`src/rtl/i2c_target_regs.sv`:
```
// I2C target that exposes an 8-bit register pointer / data strobe port to
// fabric logic. SCL and SDA are oversampled on clk100. The block never
// stretches the clock. Every output comes straight from a flop.
module i2c_target_regs #(
    parameter logic [6:0] DEV_ADDR   = 7'h50,
    parameter int         FILTER_LEN = 3
) (
    input  logic       clk100,
    input  logic       sys_rst_n,
    input  logic       scl_i,
    input  logic       sda_i,
    output logic       sda_oe,
    output logic       busy,
    output logic [7:0] reg_addr,
    output logic [7:0] reg_wdata,
    output logic       reg_we,
    output logic       reg_re,
    input  logic [7:0] reg_rdata
);

    typedef enum logic [3:0] {
        ST_IDLE      = 4'd0,
        ST_ADDR      = 4'd1,
        ST_ACK_ADDR  = 4'd2,
        ST_PTR       = 4'd3,
        ST_ACK_PTR   = 4'd4,
        ST_WDATA     = 4'd5,
        ST_ACK_WDATA = 4'd6,
        ST_RDATA     = 4'd7,
        ST_MACK      = 4'd8,
        ST_IGNORE    = 4'd9
    } state_t;

    // Filter counter value on which a pending line change is accepted.
    localparam logic [3:0] FILT_LAST = 4'(FILTER_LEN - 1);

    // Input conditioning
    logic       scl_meta_r;
    logic       scl_sync_r;
    logic       sda_meta_r;
    logic       sda_sync_r;
    logic       scl_filt_r;
    logic       sda_filt_r;
    logic [3:0] scl_cnt_r;
    logic [3:0] sda_cnt_r;
    logic       scl_prev_r;
    logic       sda_prev_r;

    // Bus events derived from the filtered lines
    logic       scl_rise_s;
    logic       scl_fall_s;
    logic       sda_rise_s;
    logic       sda_fall_s;
    logic       start_s;
    logic       stop_s;
    logic [7:0] rx_byte_s;
    logic       last_bit_s;

    // Control state
    state_t     state_r;
    state_t     state_nxt_s;

    // Datapath registers and their next values
    logic       sda_oe_r;
    logic       busy_r;
    logic [7:0] reg_addr_r;
    logic [7:0] reg_wdata_r;
    logic       reg_we_r;
    logic       reg_re_r;
    logic       re_d_r;
    logic [7:0] shift_r;
    logic [2:0] bit_cnt_r;
    logic       rw_r;
    logic       mack_ok_r;

    logic       sda_oe_nxt_s;
    logic       busy_nxt_s;
    logic [7:0] reg_addr_nxt_s;
    logic [7:0] reg_wdata_nxt_s;
    logic       reg_we_nxt_s;
    logic       reg_re_nxt_s;
    logic       re_d_nxt_s;
    logic [7:0] shift_nxt_s;
    logic [2:0] bit_cnt_nxt_s;
    logic       rw_nxt_s;
    logic       mack_ok_nxt_s;

    // Two-flop synchronizers on the raw bus lines (idle-high)
    always_ff @(posedge clk100) begin
        if (!sys_rst_n) begin
            scl_meta_r <= 1'b1;
            scl_sync_r <= 1'b1;
            sda_meta_r <= 1'b1;
            sda_sync_r <= 1'b1;
        end else begin
            scl_meta_r <= scl_i;
            scl_sync_r <= scl_meta_r;
            sda_meta_r <= sda_i;
            sda_sync_r <= sda_meta_r;
        end
    end

    // Glitch filters: a line follows its input only after FILTER_LEN differing samples in a row
    always_ff @(posedge clk100) begin
        if (!sys_rst_n) begin
            scl_filt_r <= 1'b1;
            sda_filt_r <= 1'b1;
            scl_cnt_r  <= 4'd0;
            sda_cnt_r  <= 4'd0;
        end else begin
            if (scl_sync_r == scl_filt_r) begin
                scl_cnt_r <= 4'd0;
            end else if (scl_cnt_r == FILT_LAST) begin
                scl_filt_r <= scl_sync_r;
                scl_cnt_r  <= 4'd0;
            end else begin
                scl_cnt_r <= scl_cnt_r + 4'd1;
            end
            if (sda_sync_r == sda_filt_r) begin
                sda_cnt_r <= 4'd0;
            end else if (sda_cnt_r == FILT_LAST) begin
                sda_filt_r <= sda_sync_r;
                sda_cnt_r  <= 4'd0;
            end else begin
                sda_cnt_r <= sda_cnt_r + 4'd1;
            end
        end
    end

    // Previous filtered levels, used for edge detection
    always_ff @(posedge clk100) begin
        if (!sys_rst_n) begin
            scl_prev_r <= 1'b1;
            sda_prev_r <= 1'b1;
        end else begin
            scl_prev_r <= scl_filt_r;
            sda_prev_r <= sda_filt_r;
        end
    end

    assign scl_rise_s = scl_filt_r & ~scl_prev_r;
    assign scl_fall_s = ~scl_filt_r & scl_prev_r;
    assign sda_rise_s = sda_filt_r & ~sda_prev_r;
    assign sda_fall_s = ~sda_filt_r & sda_prev_r;
    // START/STOP need SCL high both before and after the SDA edge, so an SDA
    // edge coinciding with an SCL edge is never taken as a bus condition.
    assign start_s    = sda_fall_s & scl_filt_r & scl_prev_r;
    assign stop_s     = sda_rise_s & scl_filt_r & scl_prev_r;
    assign rx_byte_s  = {shift_r[6:0], sda_filt_r};
    assign last_bit_s = (bit_cnt_r == 3'd7);

    // Control state register
    always_ff @(posedge clk100) begin
        if (!sys_rst_n) begin
            state_r <= ST_IDLE;
        end else begin
            state_r <= state_nxt_s;
        end
    end

    // Next-state logic; START and STOP override any bit activity
    always_comb begin
        state_nxt_s = state_r;
        if (start_s) begin
            state_nxt_s = ST_ADDR;
        end else if (stop_s) begin
            state_nxt_s = ST_IDLE;
        end else begin
            case (state_r)
                ST_IDLE: begin
                    state_nxt_s = ST_IDLE;
                end
                ST_ADDR: begin
                    if (scl_rise_s && last_bit_s) begin
                        if (shift_r[6:0] == DEV_ADDR) begin
                            state_nxt_s = ST_ACK_ADDR;
                        end else begin
                            state_nxt_s = ST_IGNORE;
                        end
                    end else begin
                        state_nxt_s = ST_ADDR;
                    end
                end
                ST_ACK_ADDR: begin
                    // Second SCL fall in this state ends the ACK clock
                    if (scl_fall_s && sda_oe_r) begin
                        state_nxt_s = rw_r ? ST_RDATA : ST_PTR;
                    end else begin
                        state_nxt_s = ST_ACK_ADDR;
                    end
                end
                ST_PTR: begin
                    if (scl_rise_s && last_bit_s) begin
                        state_nxt_s = ST_ACK_PTR;
                    end else begin
                        state_nxt_s = ST_PTR;
                    end
                end
                ST_ACK_PTR: begin
                    if (scl_fall_s && sda_oe_r) begin
                        state_nxt_s = ST_WDATA;
                    end else begin
                        state_nxt_s = ST_ACK_PTR;
                    end
                end
                ST_WDATA: begin
                    if (scl_rise_s && last_bit_s) begin
                        state_nxt_s = ST_ACK_WDATA;
                    end else begin
                        state_nxt_s = ST_WDATA;
                    end
                end
                ST_ACK_WDATA: begin
                    if (scl_fall_s && sda_oe_r) begin
                        state_nxt_s = ST_WDATA;
                    end else begin
                        state_nxt_s = ST_ACK_WDATA;
                    end
                end
                ST_RDATA: begin
                    if (!re_d_r && scl_fall_s && last_bit_s) begin
                        state_nxt_s = ST_MACK;
                    end else begin
                        state_nxt_s = ST_RDATA;
                    end
                end
                ST_MACK: begin
                    if (scl_rise_s && sda_filt_r) begin
                        state_nxt_s = ST_IGNORE;
                    end else if (scl_fall_s && mack_ok_r) begin
                        state_nxt_s = ST_RDATA;
                    end else begin
                        state_nxt_s = ST_MACK;
                    end
                end
                ST_IGNORE: begin
                    state_nxt_s = ST_IGNORE;
                end
                default: begin
                    state_nxt_s = ST_IDLE;
                end
            endcase
        end
    end

    // Output and datapath next values for the current state and bus events
    always_comb begin
        sda_oe_nxt_s    = sda_oe_r;
        busy_nxt_s      = busy_r;
        reg_addr_nxt_s  = reg_addr_r;
        reg_wdata_nxt_s = reg_wdata_r;
        reg_we_nxt_s    = 1'b0;
        reg_re_nxt_s    = 1'b0;
        re_d_nxt_s      = reg_re_r;
        shift_nxt_s     = shift_r;
        bit_cnt_nxt_s   = bit_cnt_r;
        rw_nxt_s        = rw_r;
        mack_ok_nxt_s   = mack_ok_r;

        // The pointer advances the cycle after a write strobe
        if (reg_we_r) begin
            reg_addr_nxt_s = reg_addr_r + 8'd1;
        end else begin
            reg_addr_nxt_s = reg_addr_r;
        end

        if (start_s) begin
            busy_nxt_s    = 1'b1;
            sda_oe_nxt_s  = 1'b0;
            bit_cnt_nxt_s = 3'd0;
            re_d_nxt_s    = 1'b0;
        end else if (stop_s) begin
            busy_nxt_s    = 1'b0;
            sda_oe_nxt_s  = 1'b0;
            bit_cnt_nxt_s = 3'd0;
            re_d_nxt_s    = 1'b0;
        end else begin
            case (state_r)
                ST_ADDR, ST_PTR, ST_WDATA: begin
                    if (scl_rise_s) begin
                        shift_nxt_s   = rx_byte_s;
                        bit_cnt_nxt_s = bit_cnt_r + 3'd1;
                        if (last_bit_s) begin
                            case (state_r)
                                ST_ADDR: begin
                                    rw_nxt_s = sda_filt_r;
                                end
                                ST_PTR: begin
                                    reg_addr_nxt_s = rx_byte_s;
                                end
                                ST_WDATA: begin
                                    reg_wdata_nxt_s = rx_byte_s;
                                    reg_we_nxt_s    = 1'b1;
                                end
                                default: begin
                                    rw_nxt_s = rw_r;
                                end
                            endcase
                        end else begin
                            rw_nxt_s = rw_r;
                        end
                    end else begin
                        shift_nxt_s = shift_r;
                    end
                end
                ST_ACK_ADDR, ST_ACK_PTR, ST_ACK_WDATA: begin
                    // First fall starts driving the ACK, second fall releases it
                    if (scl_fall_s) begin
                        if (!sda_oe_r) begin
                            sda_oe_nxt_s = 1'b1;
                        end else begin
                            sda_oe_nxt_s  = 1'b0;
                            bit_cnt_nxt_s = 3'd0;
                            reg_re_nxt_s  = (state_r == ST_ACK_ADDR) && rw_r;
                        end
                    end else begin
                        sda_oe_nxt_s = sda_oe_r;
                    end
                end
                ST_RDATA: begin
                    // The first bit cannot go out before the fetched byte is back,
                    // so it is driven as soon as reg_rdata is captured.
                    if (re_d_r) begin
                        shift_nxt_s  = reg_rdata;
                        sda_oe_nxt_s = ~reg_rdata[7];
                    end else if (scl_fall_s) begin
                        if (last_bit_s) begin
                            sda_oe_nxt_s   = 1'b0;
                            reg_addr_nxt_s = reg_addr_r + 8'd1;
                            bit_cnt_nxt_s  = 3'd0;
                            mack_ok_nxt_s  = 1'b0;
                        end else begin
                            shift_nxt_s   = {shift_r[6:0], 1'b0};
                            sda_oe_nxt_s  = ~shift_r[6];
                            bit_cnt_nxt_s = bit_cnt_r + 3'd1;
                        end
                    end else begin
                        sda_oe_nxt_s = sda_oe_r;
                    end
                end
                ST_MACK: begin
                    if (scl_rise_s) begin
                        mack_ok_nxt_s = ~sda_filt_r;
                    end else if (scl_fall_s && mack_ok_r) begin
                        reg_re_nxt_s  = 1'b1;
                        bit_cnt_nxt_s = 3'd0;
                        mack_ok_nxt_s = 1'b0;
                    end else begin
                        mack_ok_nxt_s = mack_ok_r;
                    end
                end
                default: begin
                    // IDLE and IGNORE never drive the bus
                    sda_oe_nxt_s = 1'b0;
                end
            endcase
        end
    end

    // Datapath and output registers
    always_ff @(posedge clk100) begin
        if (!sys_rst_n) begin
            sda_oe_r    <= 1'b0;
            busy_r      <= 1'b0;
            reg_addr_r  <= 8'h00;
            reg_wdata_r <= 8'h00;
            reg_we_r    <= 1'b0;
            reg_re_r    <= 1'b0;
            re_d_r      <= 1'b0;
            shift_r     <= 8'h00;
            bit_cnt_r   <= 3'd0;
            rw_r        <= 1'b0;
            mack_ok_r   <= 1'b0;
        end else begin
            sda_oe_r    <= sda_oe_nxt_s;
            busy_r      <= busy_nxt_s;
            reg_addr_r  <= reg_addr_nxt_s;
            reg_wdata_r <= reg_wdata_nxt_s;
            reg_we_r    <= reg_we_nxt_s;
            reg_re_r    <= reg_re_nxt_s;
            re_d_r      <= re_d_nxt_s;
            shift_r     <= shift_nxt_s;
            bit_cnt_r   <= bit_cnt_nxt_s;
            rw_r        <= rw_nxt_s;
            mack_ok_r   <= mack_ok_nxt_s;
        end
    end

    assign sda_oe    = sda_oe_r;
    assign busy      = busy_r;
    assign reg_addr  = reg_addr_r;
    assign reg_wdata = reg_wdata_r;
    assign reg_we    = reg_we_r;
    assign reg_re    = reg_re_r;

endmodule
```
`config.mk`:
```
export PLATFORM = sky130hd
export DESIGN_NAME = i2c_target_regs
export DESIGN_NICKNAME = d
export VERILOG_FILES = /design/src/rtl/i2c_target_regs.sv
export SDC_FILE = /design/constraint.sdc
export NUM_CORES = 1
export LEC_CHECK = 0
export BUFFER_PORTS_ARGS = -buffer_cell sky130_fd_sc_hd__clkbuf_2
export CORE_MARGIN = 2
export CORE_UTILIZATION = 35
export DETAILED_ROUTE_END_ITERATION = 10
export HOLD_SLACK_MARGIN = 0.15
export PLACE_DENSITY = 0.62
export SYNTH_ARGS = -nofsm -noshare
export SYNTH_HDL_FRONTEND = slang
export SYNTH_SLANG_ARGS = --single-unit
```
`constraint.sdc`:
```
create_clock -name clk100 -period 3.5 [get_ports clk100]
set_input_delay 1.05 -clock clk100 [delete_from_list [all_inputs] [get_ports clk100]]
set_output_delay 1.05 -clock clk100 [all_outputs]
set_load 0.05 [all_outputs]
```
# == Word-level counts from Yosys, hierarchy flattened ==
# Index checks and enable logic that the tools add are counted.
# totals
mem_bits_rw,0
inputBits,12
out_inout_bits,20
elab_cells,161
mem_count,0
ff_bits,53
latchBits,0
romBits,0
# classes
n_addsub,4
bitwise,23
muxes,58
multipliers,0
n_lt_le_gt_ge,0
n_reduce_logical,27
shifts,0
n_eq_ne,26
n_div,0
# op_table
operator,count
8-bit two-way mux,9
4-bit case mux with 9 select lines,1
3-bit two-way mux,11
7-bit two-way mux,4
1-bit two-way mux,20
4-bit two-way mux,5
6-bit AND reduction,3
"4-bit by 2-bit == test with 1-bit output, second input constant",4
"4-bit by 3-bit == test with 1-bit output, second input constant",4
"2-bit != test, second input constant",8
8-bit case mux with 2 select lines,1
1-bit NOT,15
3-bit OR reduction,5
7-bit case mux with 2 select lines,1
3-bit case mux with 4 select lines,1
"3-bit != test, second input constant",3
"4-bit by 1-bit adder with 4-bit output, second input constant",2
"8-bit by 1-bit adder with 8-bit output, second input constant",1
1-bit AND,8
"4-bit == test, second input constant",2
8-bit AND reduction,1
"7-bit == test, second input constant",1
1-bit logical AND,7
7-bit AND reduction,1
other kinds (14),20

# == Logic depth before layout (Yosys ltp) ==
# Gate-level depths: netlist of the first run.
# logic_depth
word_depth,8
ltp_mapped,8
depth_no_buf,7

# == Worst setup path after synthesis of the first run ==
# No wires, ideal clock.
# synth_timing
kind,register to register
start,register reg_addr_r[0] (netlist: reg_addr[0])
end,register reg_addr_r[6] (netlist: reg_addr[6])
required_time_ns,3.383
period_less_slack_ns,1.965
n_path_buf,0
stages_incl_launch_ff,7
setup_slack_ns,1.535
setup_ns,0.117
t_arrival_ns,1.848
cell_sequence,dfxtp_1 ha_1 and3_1 and3_1 mux2i_1 a31oi_1 a22o_1
# synth_between
elab_chain_cells,8
word_cells_on_any_way,11
cone_classes,add/sub (1); mux (10)
# synth_lines
item,line,rtl
start: declaration,66,logic [7:0] reg_addr_r;
start signal: assignment,377,reg_addr_r <= reg_addr_nxt_s;
8-bit by 1-bit adder with 8-bit output *,"262, 329",
8-bit two-way mux,261,if (reg_we_r) begin
8-bit two-way mux (on tied branches),"327, 284",
8-bit two-way mux (on tied branches),"326, 283",
8-bit two-way mux (on tied branches),"323, 280",
8-bit case mux with 2 select lines,278,case (state_r)
8-bit two-way mux,272,end else if (stop_s) begin
8-bit two-way mux *,267,if (start_s) begin
# Every way passes the cells marked *; elsewhere a longest branch is shown, timed or not.
# A chain may end at the register's enable or synchronous reset.

# == Final worst setup path of the first run ==
# layout_timing
start,register bit_cnt_r[0]
end,register reg_wdata_r[4] (netlist: reg_wdata[4])
# layout_between
elab_chain_cells,2
# layout_lines
item,line,rtl
start: declaration,72,logic [2:0] bit_cnt_r;
start signal: assignment,383,bit_cnt_r <= bit_cnt_nxt_s;
3-bit == test,150,assign last_bit_s = (bit_cnt_r == 3'd7);
6-bit AND reduction (no source line),-,
end signal: assignment,378,reg_wdata_r <= reg_wdata_nxt_s;
end: declaration,67,logic [7:0] reg_wdata_r;
# Every way passes these cells.

==> results.json, run 1 <==
{
  "gp_congestion": 0.919,
  "ctsResizeCount": 0,
  "synth_fa_ha_area_share_pct": 3.20,
  "synth-simple-area-share_pct": 25.9,
  "grt_pass1_vias": 2044,
  "p_leak_nw": 1.10,
  "cap_violations": 0,
  "grt.overflow.total": 0,
  "synth_seq_area_share_pct": 38.7,
  "synth_common_cells": "dfxtp_1 (53), nor2_1 (38), nand2_1 (37)",
  "sw_frac_of_total_pct": 21.9,
  "final_max_slew_viol_count": 0,
  "cts_root_buf": "clkbuf_8",
  "rr_worst_depth": 7,
  "power.internal_mw": 0.776,
  "synth-xor-area-share_pct": 5.76,
  "pwr-share-comb_pct": 2.6,
  "synth_compound_area_share_pct": 16.1,
  "via_per_inst": 5.22,
  "finalSetupViolCount": 0,
  "rsz0062_at_grt": "false",
  "clock_skew_ps": 10.1,
  "yosys_warnings": 0,
  "antenna_left": 0,
  "startpoint_type": "flop",
  "cp.arrival_ps": 2460,
  "min_path_type": "reg2reg",
  "antenna_found_initial": 0,
  "fin_nets": 362,
  "synth_seq_cells": 53,
  "finalSetupTns_ps": 0,
  "synthesis.nets": 341,
  "dp_hpwl_mm": 4.49,
  "num-fill-cells": 783,
  "crit_path_end_kind": "flop",
  "power.total_mw": 0.993,
  "vias": 2330,
  "cts_buffers": 5,
  "period_minus_slack_ps": 2270,
  "tightest_slew_ps": 855,
  "ir_drop_mv": 0.234,
  "min_path_cells": 1,
  "drive_gt1_share_pct": 13.7,
  "final_util_pct": 39.7,
  "netlist.area_leader.share_pct": 38.7,
  "tritoncts": "built",
  "critPathRequiredTime_ps": 3690,
  "grt_pass1_wl_mm": 9.95,
  "syn-mean-instance-area_um2": 8.51,
  "synth_cell_type_count": 52,
  "rows": 32,
  "floorplan.die.width_um": 92.5,
  "synth.area.mux_share_pct": 5.89,
  "grt_use_total_pct": 14.6,
  "num_antenna_cells": 0,
  "port_buffers": 31,
  "multi_input_area_um2": 1560,
  "htreeDepth": 2,
  "yosys.area.top_type": "dfxtp_1",
  "power_frac_clock_pct": 36.2,
  "grt_max_degree": 24,
  "finalHoldViolCount": 0,
  "max_freq_ghz": 0.440,
  "fin_ws_ps": 1230,
  "drc_errors": 0,
  "die_area_um2": 8550,
  "area_growth_pct": 11.0,
  "synthCells": 322,
  "status": "complete, no violations",
  "cts_setup_buffers": 0,
  "clkTransAtPathRegs_ps": 90,
  "clk_latency_ps": 310,
  "async_flop_share_pct": 0,
  "switchingPower_mw": 0.217,
  "hold_buffers": 0,
  "core_area_um2": 7650,
  "synth.area.top_cells": "dfxtp_1 (39%), mux2i_1 (5.5%), nor2_1 (5.2%), nand2_1 (5.1%), nand3_1 (4.2%)",
  "ios": 32,
  "route.detailed.wl_per_inst_um": 13.7,
  "cts_buffer_depth": 2,
  "slew_headroom_pct": 42.4,
  "synth_top_family_by_area": "simple AND/OR/NAND/NOR gates",
  "min-delay-start": "sda_meta_r$_SDFF_PN1_",
  "synth_most_common_cell": "dfxtp_1",
  "p_per_area_nw_per_um2": 327,
  "synth_edf_count": 0,
  "first_pass_iters": 4,
  "netlist_area_um2": 2740,
  "critPathKind": "reg2reg",
  "wl_mm": 6.09,
  "dp_worst_setup_slack_ps": 1150,
  "start_util_pct": 35.8,
  "reg2reg_to": "reg_wdata[4]$_SDFFE_PN0P_",
  "dpl_cell_area_um2": 2940,
  "crit_fanout": 8,
  "die_h_um": 92.5,
  "r2r-start": "bit_cnt_r[0]$_SDFFE_PP0P_",
  "clock_sinks": 53,
  "period_share_pct": 65.0,
  "synth_flop_cell": "dfxtp_1",
  "seq_area_um2": 1060,
  "p_seq_share_pct": 61.2,
  "drt_iter0_drc": 268,
  "r2r_slack_ps": 1230,
  "hold_end": "sda_sync_r$_SDFF_PN1_",
  "stdcell_area_um2": 3040
}
worst max path at each step:
stage | startpoint | to | slack (ps) | cells after the start
after CTS | bit_cnt_r[0]$_SDFFE_PP0P_ | reg_wdata[4]$_SDFFE_PN0P_ | 1210 | 7
after detailed placement | sys_rst_n | shift_r[2]$_SDFFE_PN0P_ | 1150 | 3
after global placement | sys_rst_n | reg_addr[6]$_SDFF_PN0_ | 1190 | 5
after floorplan | reg_addr[0]$_SDFF_PN0_ | reg_addr[6]$_SDFF_PN0_ | 1540 | 6
after global routing | state_r[2]$_SDFF_PP0_ | shift_r[4]$_SDFFE_PN0P_ | 970 | 4
final | bit_cnt_r[0]$_SDFFE_PP0P_ | reg_wdata[4]$_SDFFE_PN0P_ | 1230 | 7
power by group through the flow:
stage	registers (mW)	logic, mW	clock network, mW
2_1_floorplan	0.621	0.0150	0
3_3_place_gp	0.622	0.0257	0
3_5_place_dp	0.622	0.0260	0
4_1_cts	0.608	0.0260	0.369
5_1_grt	0.608	0.0288	0.391
6_report	0.608	0.0257	0.360
kinds of logic after synthesis:
group,count (synthesis)
adder cells (fa/ha/maj),7
flip-flops,53
multiplexers,16
AND/OR/NAND/NOR,143
AO/OA/AOI/OAI,58
XOR/XNOR,18
buffers and inverters,27
cell type report:
type                       count  area share (%)
clock buffer                   6            2.72
clock inverter                 2           0.453
inverter                       9            1.11
multi-input combinational    242            51.3
sequential                    53            34.9
tap                          102            4.20
timing repair buffer          32            5.35
cell usage in the layout (no fill, tap or decap), types with 3 or more instances in the layout:
cell type  count
dfxtp_1       53
nor2_1        38
nand2_1       37
clkbuf_2      31
nand3_1       23
mux2i_1       15
a21oi_1       10
xnor2_1        9
xor2_1         9
inv_1          8
nand2b_1       8
a311oi_1       7
ha_1           7
o21ai_0        6
o22ai_1        6
clkbuf_8       6
a31oi_1        5
nor3_1         5
nor2b_1        4
o221ai_1       4
and2_1         4
a22oi_1        4
nand4b_1       3
and3_1         3
nand4_1        3
worst max-delay path: stages (launching register included):
cell and delay [ps]:
dfxtp_1 370, ha_1 170, ha_1 240, nand3b_1 250, nor3_1 360, and2_1 470, mux2i_1 240, nor2_1 50
per-layer routing:
metal	wire, um	vias up	track usage, %
li1	-	1194	-
met1	2980	1061	21.5
met2	2660	69	21.1
met3	375	6	2.69
met4	81	0	5.60
met5	0	-	0
per-stage QoR:
step | std cells | hold slack, ps
detailed placement | 438 | 393
global placement | 438 | 389
floorplan | 322 | 386
global route | 446 | 429
finish | 446 | 413
CTS | 446 | 415
registers in the layout (all words and copies together) (netlist names), 3 cells and up:
| signal | count |
|---|---|
| shift_r | 7 |
| scl_cnt_r | 4 |
| reg_addr | 8 |
| sda_cnt_r | 4 |
| state_r | 4 |
| reg_wdata | 8 |
| bit_cnt_r | 3 |
No activity file was read; power rests on OpenSTA's default activity.
==> run 2, diff against run 1 <==
==> constraint.sdc (replaced) <==
create_clock -name clk100 -period 2.4 [get_ports clk100]
set_input_delay 0.72 -clock clk100 [delete_from_list [all_inputs] [get_ports clk100]]
set_output_delay 0.72 -clock clk100 [all_outputs]
set_load 0.05 [all_outputs]
==> run 2 against run 1 <==
Effect of this change:
- routed wire length increased by 2.9%
- via count is 1.2% higher
- register-to-register slack lost 1000 ps
- first-iteration DRC count decreased by 39%
- largest cell class unchanged
- global-route usage is 0.76 points higher
- sequential share of layout area decreased by 0.94 points
- critical path depth is the same
- non-clock buffer count rose by 12
==> results.json, run 2 (synthesis results as in run 1) <==
{
  "status": "complete, no violations",
  "antenna_left": 0,
  "min_path_cells": 1,
  "r2r_slack_ps": 200,
  "num_antenna_cells": 0,
  "first_pass_iters": 4,
  "cts_buffer_depth": 2,
  "die_h_um": 92.5,
  "p_per_area_nw_per_um2": 460,
  "grt.overflow.total": 0,
  "rsz0062_at_grt": "false",
  "ios": 32,
  "critPathKind": "reg2reg",
  "clock_sinks": 53,
  "grt_use_total_pct": 15.4,
  "startpoint_type": "flop",
  "slowest_delay_ps": 370,
  "drc_errors": 0,
  "rr_worst_depth": 7,
  "via_per_inst": 5.16,
  "cts_buffers": 5,
  "p_leak_nw": 1.15,
  "hold_buffers": 0,
  "max_freq_ghz": 0.455,
  "drt_iter0_drc": 163,
  "clock_skew_ps": 5.28,
  "antenna_found_initial": 0,
  "wl_mm": 6.27,
  "grt_max_degree": 18,
  "final_cell_mix": "dfxtp_1 (53), nor2_1 (38), nand2_1 (37)",
  "crit_top_cell": "ha_1",
  "gp_congestion": 0.892,
  "floorplan.die.width_um": 92.5,
  "port_buffers": 31,
  "period_minus_slack_ps": 2200,
  "tightest_slew_ps": 851,
  "critPathRequiredTime_ps": 2600,
  "clkTransAtPathRegs_ps": 90,
  "area_growth_pct": 14.0,
  "reg2reg_to": "reg_addr[6]$_SDFF_PN0_",
  "vias": 2357,
  "clk_latency_ps": 300,
  "drive_gt1_share_pct": 16.3,
  "num-fill-cells": 776,
  "slowest_stage": "mux2_2",
  "start_util_pct": 35.8,
  "period_share_pct": 91.5,
  "grt_pass1_vias": 2208,
  "r2r-start": "bit_cnt_r[0]$_SDFFE_PP0P_",
  "min_path_type": "reg2reg",
  "tritoncts": "built",
  "dp_worst_setup_slack_ps": 218,
  "crit_fanout": 9,
  "fin_nets": 374,
  "hold_end": "sda_sync_r$_SDFF_PN1_",
  "crit_path_end_kind": "flop",
  "htreeDepth": 2,
  "core_area_um2": 7650,
  "cts_root_buf": "clkbuf_8",
  "ir_drop_mv": 0.268,
  "grt_pass1_wl_mm": 10.7,
  "power.total_mw": 1.44,
  "rows": 32,
  "cp_cell_sequence": "ha_1 -> ha_1 -> nand4bb_1 -> mux2_2 -> o31ai_4 -> a31oi_1 -> a22o_1",
  "cp.arrival_ps": 2400,
  "route.detailed.wl_per_inst_um": 13.7,
  "slew_headroom_pct": 42.6,
  "cts_setup_buffers": 0,
  "min-delay-start": "sda_meta_r$_SDFF_PN1_",
  "dp_hpwl_mm": 4.74,
  "fin_ws_ps": 203,
  "layout_commonest_cell": "dfxtp_1",
  "cap_violations": 0,
  "finalSetupViolCount": 0,
  "final_max_slew_viol_count": 0,
  "die_area_um2": 8550,
  "finalSetupTns_ps": 0,
  "ctsResizeCount": 0,
  "finalHoldViolCount": 0
}
## run 2: changes by cell type in the layout (fill, tap and decap cells not counted), sizes merged
cell / delta
buf: +12
clkinv: -2
clkinvlp: +1
## run 2: metal layers
metal	routed length [um]	vias up	track usage, %	share of wire, %
met5	0	-	0	0
met1	3090	1093	21.4	49
met3	274	6	2.77	4.4
met4	61	0	3.73	0.97
met2	2840	52	24.8	45
li1	-	1206	-	-
## run 2: how the worst max path moves through the flow
stage / start / end / slack, ps / depth (start not counted)
floorplan: reg_addr[0]$_SDFF_PN0_ / reg_addr[6]$_SDFF_PN0_ / 440 / 6
global placement: bit_cnt_r[0]$_SDFFE_PP0P_ / reg_addr[6]$_SDFF_PN0_ / 300 / 7
detailed placement: bit_cnt_r[0]$_SDFFE_PP0P_ / reg_addr[6]$_SDFF_PN0_ / 220 / 7
CTS: bit_cnt_r[0]$_SDFFE_PP0P_ / reg_addr[6]$_SDFF_PN0_ / 210 / 7
global route: bit_cnt_r[0]$_SDFFE_PP0P_ / reg_addr[6]$_SDFF_PN0_ / 30 / 7
finish: bit_cnt_r[0]$_SDFFE_PP0P_ / reg_addr[6]$_SDFF_PN0_ / 200 / 7
## run 2: critical path: cells and delay by family (launching register included)
kind,cells,cell delay [ps]
flip-flops,1,360
adder cells (fa/ha/maj),2,370
AND/OR/NAND/NOR,1,240
multiplexers,1,370
AO/OA/AOI/OAI,3,760
## run 2: final cells by class
cell class / count / area [um^2] / area share [%]
clock buffer: 6 / 82.6 / 2.64
clock inverter: 1 / 7.51 / 0.240
inverter: 9 / 33.8 / 1.08
multi-input combinational: 242 / 1560 / 49.9
sequential: 53 / 1060 / 34.0
tap: 102 / 128 / 4.09
timing repair buffer: 44 / 253 / 8.09
## run 2: report_power, final
part	switching (mW)	leakage (nW)	internal, mW
clock network	0.281	0.0433	0.229
logic	0.0252	0.680	0.0172
registers	0.00293	0.428	0.883
total	0.309	1.15	1.13
## run 2: metrics by stage
step | utilization, % | hold WS, ps | cell area [um^2] | cells
floorplan | - | 386 | 2740 | 322
global placement | 39.7 | 390 | 3030 | 450
detailed placement | 39.7 | 397 | 3030 | 450
CTS | 40.8 | 419 | 3120 | 457
global route | 40.8 | 444 | 3120 | 457
finish | 40.8 | 415 | 3120 | 457
==> run 3, diff against run 2 <==
==> constraint.sdc (replaced) <==
create_clock -name clk100 -period 2.45 [get_ports clk100]
set_input_delay 0.735 -clock clk100 [delete_from_list [all_inputs] [get_ports clk100]]
set_output_delay 0.735 -clock clk100 [all_outputs]
set_load 0.05 [all_outputs]
==> run 3 against run 2 <==
Effect of this change:
- critical path depth stayed put
- first-iteration DRC count is 40% higher
- clock power is 2% lower
- non-clock buffer count is 2 lower
- count of clock-buffer cells in the layout stayed put
- global-route usage hardly changed
- setup slack better by 67 ps
- final cell count is 0.44% lower
- register-to-register slack better by 70 ps
- critical path type unchanged
- largest cell class unchanged
==> results.json, run 3 (synthesis results as in run 1) <==
{
  "cts_buffers": 5,
  "fin_nets": 372,
  "ir_drop_mv": 0.301,
  "slew_headroom_pct": 44.0,
  "grt_use_total_pct": 15.4,
  "die_h_um": 92.5,
  "cts_root_buf": "clkbuf_8",
  "status": "complete, no violations",
  "fin_ws_ps": 271,
  "power.internal_mw": 1.11,
  "antenna_left": 0,
  "crit_fanout": 9,
  "vias": 2373,
  "max_freq_ghz": 0.459,
  "hold_buffers": 0,
  "floorplan.die.width_um": 92.5,
  "seq_area_um2": 1060,
  "switchingPower_mw": 0.300,
  "core_area_um2": 7650,
  "multi_input_area_um2": 1560,
  "grt.overflow.total": 0,
  "finalSetupTns_ps": 0,
  "clock_skew_ps": 7.69,
  "critPathRequiredTime_ps": 2660,
  "num-fill-cells": 781,
  "rr_worst_depth": 7,
  "reg2reg_to": "reg_addr[6]$_SDFF_PN0_",
  "clkTransAtPathRegs_ps": 90,
  "drt_iter0_drc": 229,
  "pwr-share-comb_pct": 2.9,
  "period_share_pct": 89.0,
  "tightest_slew_ps": 831,
  "grt_pass1_vias": 2245,
  "grt_max_degree": 18,
  "r2r-start": "bit_cnt_r[0]$_SDFFE_PP0P_",
  "rows": 32,
  "min_path_type": "reg2reg",
  "tritoncts": "built",
  "finalSetupViolCount": 0,
  "drc_errors": 0,
  "gp_congestion": 0.915,
  "p_seq_share_pct": 61.7,
  "p_per_area_nw_per_um2": 452,
  "dp_worst_setup_slack_ps": 272,
  "dp_hpwl_mm": 4.72,
  "p_leak_nw": 1.14,
  "crit_path_end_kind": "flop",
  "final_max_slew_viol_count": 0,
  "cts_setup_buffers": 0,
  "cp.arrival_ps": 2390,
  "drive_gt1_share_pct": 15.9,
  "die_area_um2": 8550,
  "rsz0062_at_grt": "false",
  "critPathKind": "reg2reg",
  "cts_buffer_depth": 2,
  "start_util_pct": 35.8,
  "htreeDepth": 2,
  "cap_violations": 0,
  "wl_mm": 6.21,
  "num_antenna_cells": 0,
  "via_per_inst": 5.22,
  "final_cell_mix": "dfxtp_1 (53), nor2_1 (38), nand2_1 (37)",
  "startpoint_type": "flop",
  "area_growth_pct": 13.5,
  "finalHoldViolCount": 0,
  "first_pass_iters": 4,
  "ctsResizeCount": 0,
  "ios": 32,
  "clock_sinks": 53,
  "clk_latency_ps": 310,
  "sw_frac_of_total_pct": 21.4,
  "grt_pass1_wl_mm": 10.6,
  "power_frac_clock_pct": 35.4,
  "layout_commonest_cell": "dfxtp_1",
  "r2r_slack_ps": 270,
  "min_path_cells": 1,
  "antenna_found_initial": 0,
  "port_buffers": 31,
  "route.detailed.wl_per_inst_um": 13.6,
  "hold_end": "sda_sync_r$_SDFF_PN1_",
  "period_minus_slack_ps": 2180,
  "min-delay-start": "sda_meta_r$_SDFF_PN1_"
}
run 3: cell count changes in the layout (fill, tap and decap cells not counted), sizes merged:
cell / delta
buf: -2
run 3: metrics by stage:
step                utilization (%)  area (um^2)  power, mW  instances  hold slack [ps]
floorplan                         -         2740      0.909        322              386
global placement               39.5         3020      0.929        448              389
detailed placement             39.5         3020      0.930        448              397
CTS                            40.6         3110       1.42        455              420
global route                   40.6         3110       1.46        455              432
finish                         40.6         3110       1.41        455              416
run 3: final cells by class:
type / instances / share of cell area, %
Sequential cell: 53 / 34.1
Multi-Input combinational cell: 242 / 50.1
Clock buffer: 6 / 2.66
Timing Repair Buffer: 42 / 7.65
Clock inverter: 1 / 0.242
Tap cell: 102 / 4.11
Inverter: 9 / 1.09
run 3: critical path, cell delays in order (launching register included):
cell	delay, ps
dfxtp_1	360
ha_1	160
ha_1	240
nand4bb_1	230
mux2_2	360
o31ai_4	350
a31oi_1	150
a22o_1	240
run 3: routing by layer:
metal,routed length (um),part of all wire [%],track usage [%]
met5,0,0,0
met4,55,0.89,3.36
met3,339,5.5,3.74
met2,2850,46,24.0
met1,2960,48,21.5
run 3: power groups by stage:
stage	Clock, mW	Combinational [mW]	Sequential, mW
after floorplan	0	0.0214	0.888
after global placement	0	0.0409	0.888
after detailed placement	0	0.0414	0.889
after CTS	0.515	0.0414	0.868
after global routing	0.550	0.0454	0.869
final	0.497	0.0405	0.868
run 3: worst max-delay path by stage:
stage / start / end / depth (start not counted)
after floorplan: reg_addr[0]$_SDFF_PN0_ / reg_addr[6]$_SDFF_PN0_ / 6
after global placement: bit_cnt_r[0]$_SDFFE_PP0P_ / reg_addr[6]$_SDFF_PN0_ / 7
after detailed placement: bit_cnt_r[0]$_SDFFE_PP0P_ / reg_addr[6]$_SDFF_PN0_ / 7
after CTS: bit_cnt_r[0]$_SDFFE_PP0P_ / reg_addr[6]$_SDFF_PN0_ / 7
after global routing: bit_cnt_r[0]$_SDFFE_PP0P_ / reg_wdata[4]$_SDFFE_PN0P_ / 7
final: bit_cnt_r[0]$_SDFFE_PP0P_ / reg_addr[6]$_SDFF_PN0_ / 7
